### src/rtl/flag_stack.sv
// Registered Z/C condition flags with a small LIFO that saves them on call
// and restores them on ret, plus sticky overflow/underflow indicators.
module flag_stack #(
  parameter int DEPTH = 8,
  parameter int PTR_W = 3
) (
  input  logic             clk,
  input  logic             rst,
  input  logic             zero_in,
  input  logic             carry_in,
  input  logic             flag_we,
  input  logic             push,
  input  logic             pop,
  input  logic             clr_err,
  output logic             zero,
  output logic             carry,
  output logic [PTR_W:0]   count,
  output logic             empty,
  output logic             full,
  output logic             overflow,
  output logic             underflow
);

  localparam logic [PTR_W:0] FULL_CNT = (PTR_W+1)'(DEPTH);

  logic             zero_q, zero_d;
  logic             carry_q, carry_d;
  logic [PTR_W:0]   sp_q, sp_d;
  logic             ovf_q, ovf_d;
  logic             unf_q, unf_d;
  logic [1:0]       mem [DEPTH];

  logic             empty_w;
  logic             full_w;
  logic             push_ok;
  logic             pop_ok;
  logic             ovf_evt;
  logic             unf_evt;
  logic [PTR_W-1:0] wr_idx;
  logic [PTR_W-1:0] top_idx;
  logic [1:0]       top_entry;

  assign empty_w = (sp_q == '0);
  assign full_w  = (sp_q == FULL_CNT);

  // push/pop are level-sampled every edge with no ready/stall: a cycle with
  // push (or pop) high is one operation. Both high together cancel out.
  assign push_ok = push && !pop && !full_w;
  assign pop_ok  = pop && !push && !empty_w;
  assign ovf_evt = push && !pop && full_w;
  assign unf_evt = pop && !push && empty_w;

  assign wr_idx    = sp_q[PTR_W-1:0];
  assign top_idx   = PTR_W'(sp_q - 1'b1);
  assign top_entry = mem[top_idx];

  always_comb begin
    zero_d  = zero_q;
    carry_d = carry_q;
    sp_d    = sp_q;
    if (push && pop) begin
      zero_d  = zero_q;
      carry_d = carry_q;
    end else if (pop_ok) begin
      // A restore takes precedence over any concurrent ALU capture.
      zero_d  = top_entry[1];
      carry_d = top_entry[0];
      sp_d    = sp_q - 1'b1;
    end else begin
      if (push_ok) begin
        sp_d = sp_q + 1'b1;
      end
      if (flag_we) begin
        zero_d  = zero_in;
        carry_d = carry_in;
      end
    end
  end

  always_comb begin
    ovf_d = ovf_q;
    unf_d = unf_q;
    if (clr_err) begin
      ovf_d = 1'b0;
      unf_d = 1'b0;
    end
    if (ovf_evt) begin
      ovf_d = 1'b1;
    end
    if (unf_evt) begin
      unf_d = 1'b1;
    end
  end

  always_ff @(posedge clk or posedge rst) begin
    if (rst) begin
      zero_q  <= 1'b0;
      carry_q <= 1'b0;
      sp_q    <= '0;
      ovf_q   <= 1'b0;
      unf_q   <= 1'b0;
    end else begin
      zero_q  <= zero_d;
      carry_q <= carry_d;
      sp_q    <= sp_d;
      ovf_q   <= ovf_d;
      unf_q   <= unf_d;
    end
  end

  // Storage is not reset; entries at or above sp are meaningless.
  always_ff @(posedge clk) begin
    if (push_ok && !rst) begin
      mem[wr_idx] <= {zero_q, carry_q};
    end
  end

  assign zero      = zero_q;
  assign carry     = carry_q;
  assign count     = sp_q;
  assign empty     = empty_w;
  assign full      = full_w;
  assign overflow  = ovf_q;
  assign underflow = unf_q;

endmodule

### config.mk
export PLATFORM = sky130hd
export DESIGN_NAME = flag_stack
export DESIGN_NICKNAME = d
export VERILOG_FILES = /design/src/rtl/flag_stack.sv
export SDC_FILE = /design/constraint.sdc
export NUM_CORES = 1
export LEC_CHECK = 0
export ABC_AREA = 1
export CORE_ASPECT_RATIO = 1.4
export CORE_MARGIN = 10
export CORE_UTILIZATION = 45
export CTS_BUF_LIST = sky130_fd_sc_hd__clkbuf_2 sky130_fd_sc_hd__clkbuf_4 sky130_fd_sc_hd__clkbuf_8
export DETAILED_ROUTE_END_ITERATION = 10
export GPL_ROUTABILITY_DRIVEN = 0
export HOLD_SLACK_MARGIN = 0.08
export PLACE_DENSITY = 0.67
export SETUP_SLACK_MARGIN = 0.15
export SLEW_MARGIN = 40
export SYNTH_ARGS = -nofsm -noshare
export SYNTH_HDL_FRONTEND = slang
export SYNTH_SLANG_ARGS = --single-unit
### constraint.sdc
create_clock -name clk -period 1.6 [get_ports clk]
set_clock_uncertainty 0.1 [all_clocks]
set_input_delay 0.24 -clock clk [delete_from_list [all_inputs] [get_ports clk]]
set_output_delay 0.24 -clock clk [all_outputs]
set_load 0.005 [all_outputs]
==> results list <==
* Result of the run: complete, but fails checks
- The checks that failed: negative setup slack.
- For this design the total switching power over the nets is approximately 0.0014 W.
- Placed Cells incl. Taps: ~210
* Initial antenna violation count: 0
- The number of clock buffers added by TritonCTS is 3.
- # IOs: 18
- Critical path type: reg -> reg
* Post-route antenna net violation count: 0
- Compared with the post-synthesis result, the final layout area differs by 43.5%.
- Internal power: about 0.0019 W
- Entering global routing, the biggest net connects 14 pins.
- The tightest min-delay check is of the in -> async type.
- Mux share of post-synthesis cell area: 0%
- RSZ-0062 raised after global routing: yes
- Worst setup slack after layout: -99.9 ps
- Longest individual stage delay on the worst path: around 380 ps
- After detailed routing, the number of vias per cell comes to approximately 4.9.
- Max-cap violations in this run came to 0.
- Pre-Repair DR Iteration Count: 4
- Vias in the first global route: 1141
- Simple-gate portion of the synthesized area: between 20% and 30%
- DR iter-0 viols: 56
- Fraction of the mapped netlist area in adder cells: under 10%
- Starting density of the core: a little under half
* Gate family responsible for the most delay along the worst path: simple AND/OR/NAND/NOR gates
- Arrival time reported for the critical path endpoint: about 1600 ps
- CTS built an H-tree with a depth of 1.
* TritonCTS clock tree: built
- Data on the critical path is required at its endpoint by about 1500 ps.
- Subtracting the final worst setup slack from the clock period gives about 1700 ps.
* CP max-delay cell: sky130_fd_sc_hd__dfrtp_1
* Number of unique standard cell types used by synthesis: 24
* Layout fillers: approximately 220
- Critical Path Fanout Max: 3
* Cells along the critical path: inv_2, ha_4, buf_6, nand3_4, nand3_4, nor2_4, inv_1, nor2_2
- After the last flow step, the layout net total stands at 195.
- Measured in cells, the most critical reg-to-reg path has a length of 8.
- Net switching is 42.0% of the power.
* Slew @ Worst Pin: 341 ps
- The post-route netlist has between 30% and 40% of its cells at a drive strength greater than 1.
- The floorplan has 23 rows.
- Die W: 66.0 µm
- Worst-skew pair later-pin latency: between 200 and 300 ps
- Worst setup SP type: flip-flop
- Number of gates on the worst path with buffers counted: 8
- The core region is approximately 2800 µm².
- After detailed placement, the total cell area comes to 1660 µm².
- For this design the static power due to leakage is ~0.85 nW.
- Each instance of the synthesized netlist takes up on average ~9.3 µm².
- STA classifies the critical path endpoint as a flip-flop.
- Post-synthesis xor/xnor area fraction: ~2.6%
- Area taken by flip-flops and latches: 681 µm²
- Summing all multi-input logic gate instances after layout gives ~660 µm².
* Yosys Warn Count: 0
* DRT Wirelength: about 3300 µm
* Clk root buf: sky130_fd_sc_hd__clkbuf_8
- Commonest non-fill, non-tap cells in the layout: sky130_fd_sc_hd__nand2_1, sky130_fd_sc_hd__inv_1, sky130_fd_sc_hd__buf_4
- Per report_power, the clock group accounts for around 11% of the total.
* Post-layout instance area: roughly 1900 µm²
* Global-route usage over all layers: about an eighth
- VDD IR max: between 1 and 1.5 mV
* Post-synthesis sequential area ratio: 51.0%
- Synthesis produced a netlist with a net count of 153.
* Fmax achieved: 588 MHz
* Dominant combinational cell family by area after synthesis: simple AND/OR/NAND/NOR gates
- Post-detailed-route DRC marker count: 0
- Height of the chip: around 84 µm
- The final count of hold timing violations was 0.
- The first global-routing pass estimated 5400 µm of wire.
* Post-place setup slack: -156 ps
- Full die area: around 5600 µm²
* Combinational share of power: around 63%
- During placement, the flow inserted port buffers numbering 17.
- Fraction of the mapped netlist area in compound gates: approximately 3.7%
- Setup violations remaining at the end of the flow were counted as 20.
- Number of flops mapped to enable cells by yosys: 16
- The count of pins over their slew limit came to 0.
- Counting flops and latches in the post-synthesis netlist gives 24.
- Top_reg_cell synth: sky130_fd_sc_hd__edfxtp_1
* Count of vias placed by the detailed router: 1090
- Residual overflow from global routing: 0
- Most used cell, CP: sky130_fd_sc_hd__nand3_4
- After detailed routing, the average wire length per cell comes to around 15 µm.
* Share of synthesized registers carrying an async set or reset: 33.3%
- Leaving out fill and tap cells, the most frequent cell in the layout is sky130_fd_sc_hd__nand2_1.
* Power density over the cells: about 1700 nW/µm²
- Buffers inserted to repair hold after CTS numbered 0.
- The count of cells in the finished layout, fillers not included, comes to 221.
* Worst-path clk slew: about 80 ps
* Clock sink total: 24
* Final period util: 106%
- Summed over all nets, the half-perimeter wirelength after detailed placement is around 2400 µm.
* Diodes inserted: 0
* Reg power frac: 26.1%
* Mapped Area: 1340 µm²
- Counting along the longest clock path gives a buffer depth of 2.
- Headroom to the max-slew limit came out at 77.3%.
* Gate count after technology mapping: between 100 and 150
- Combined buffer and inverter count along the critical path: 3
## timing repair
item / CTS / global route
setup endpoints to repair: 30 / 26
hold endpoints to repair: 0 / 0
buffers inserted: 6 / 4
gates resized for setup: 47 / 11
pin swaps: 7 / 5
## layout make-up
cell class                 instances  area share, %
clock buffer                       3           2.16
clock inverter                     1          0.196
inverter                          30           6.53
multi-input combinational         86           34.7
sequential                        24           35.5
tap                               37           2.42
timing repair buffer              40           18.5
## worst reg2reg max path, stage by stage, from the launching register on
cell	delay [ps]
sky130_fd_sc_hd__dfrtp_1	380
sky130_fd_sc_hd__inv_2	60
sky130_fd_sc_hd__ha_4	150
sky130_fd_sc_hd__buf_6	120
sky130_fd_sc_hd__nand3_4	90
sky130_fd_sc_hd__nand3_4	80
sky130_fd_sc_hd__nor2_4	160
sky130_fd_sc_hd__inv_1	120
sky130_fd_sc_hd__nor2_2	160
## cell usage after synthesis, types with 3 or more instances
cell                       count  area share (%)
sky130_fd_sc_hd__nand2_1      27             7.6
sky130_fd_sc_hd__nand2_2       4             1.9
sky130_fd_sc_hd__dfrtp_1       8              15
sky130_fd_sc_hd__nor2_1       14             3.9
sky130_fd_sc_hd__inv_1        27             7.6
sky130_fd_sc_hd__xor2_1        3             2.0
sky130_fd_sc_hd__nand3_1      16             6.0
sky130_fd_sc_hd__nor2_4        4             3.4
sky130_fd_sc_hd__edfxtp_1     16              36
## state kept, by name, summed over array words and instances, names as in the netlist
| register | flops |
|---|---|
| mem | 16 |
| count | 4 |
| overflow | 1 |
| zero | 1 |
| underflow | 1 |
| carry | 1 |
## final timing paths
| check | start | endpoint | slack, ps |
|---|---|---|---|
| max in group asynchronous | rst | count[0] | 930 |
| worst min-delay path | rst | count[3] | 220 |
| worst max-delay path | count[1] | mem[0][0] | -100 |
| worst max register to register | count[1] | mem[0][0] | -100 |
| min in group clk | underflow | underflow | 450 |
| worst min register to register | underflow | underflow | 450 |
## per-stage QoR
step	hold WS, ps	total power (W)	setup TNS (ps)	util [%]
final	219	0.00326	-1080	67.2
after global routing	235	0.00346	-2580	67.2
after CTS	234	0.00311	-574	65.4
after detailed placement	442	0.00248	-2550	58.4
after global placement	431	0.00245	-1950	58.4
after floorplan	-44.3	0.00186	-818	-
## kinds of logic after synthesis
family / count (synthesis)
simple gates: 72
buf+inv: 33
compound gates: 8
xor+xnor: 4
fa+ha+maj: 2
flops: 24
## layer usage
| metal | global-route usage (%) | routed length, µm |
|---|---|---|
| met1 | 12.5 | 1230 |
| met2 | 21.6 | 1820 |
| met3 | 3.59 | 170 |
| met4 | 5.35 | 79 |
| met5 | 0 | 0 |
## power by group through the flow
stage          clock network [W]  logic, W  registers, W
2_1_floorplan                  0  0.000941      0.000923
3_3_place_gp                   0   0.00158      0.000874
3_5_place_dp                   0   0.00160      0.000878
4_1_cts                 0.000359   0.00190      0.000851
5_1_grt                 0.000390   0.00221      0.000860
6_report                0.000364   0.00204      0.000852
Note: power is estimated with default switching activity, not from simulation.
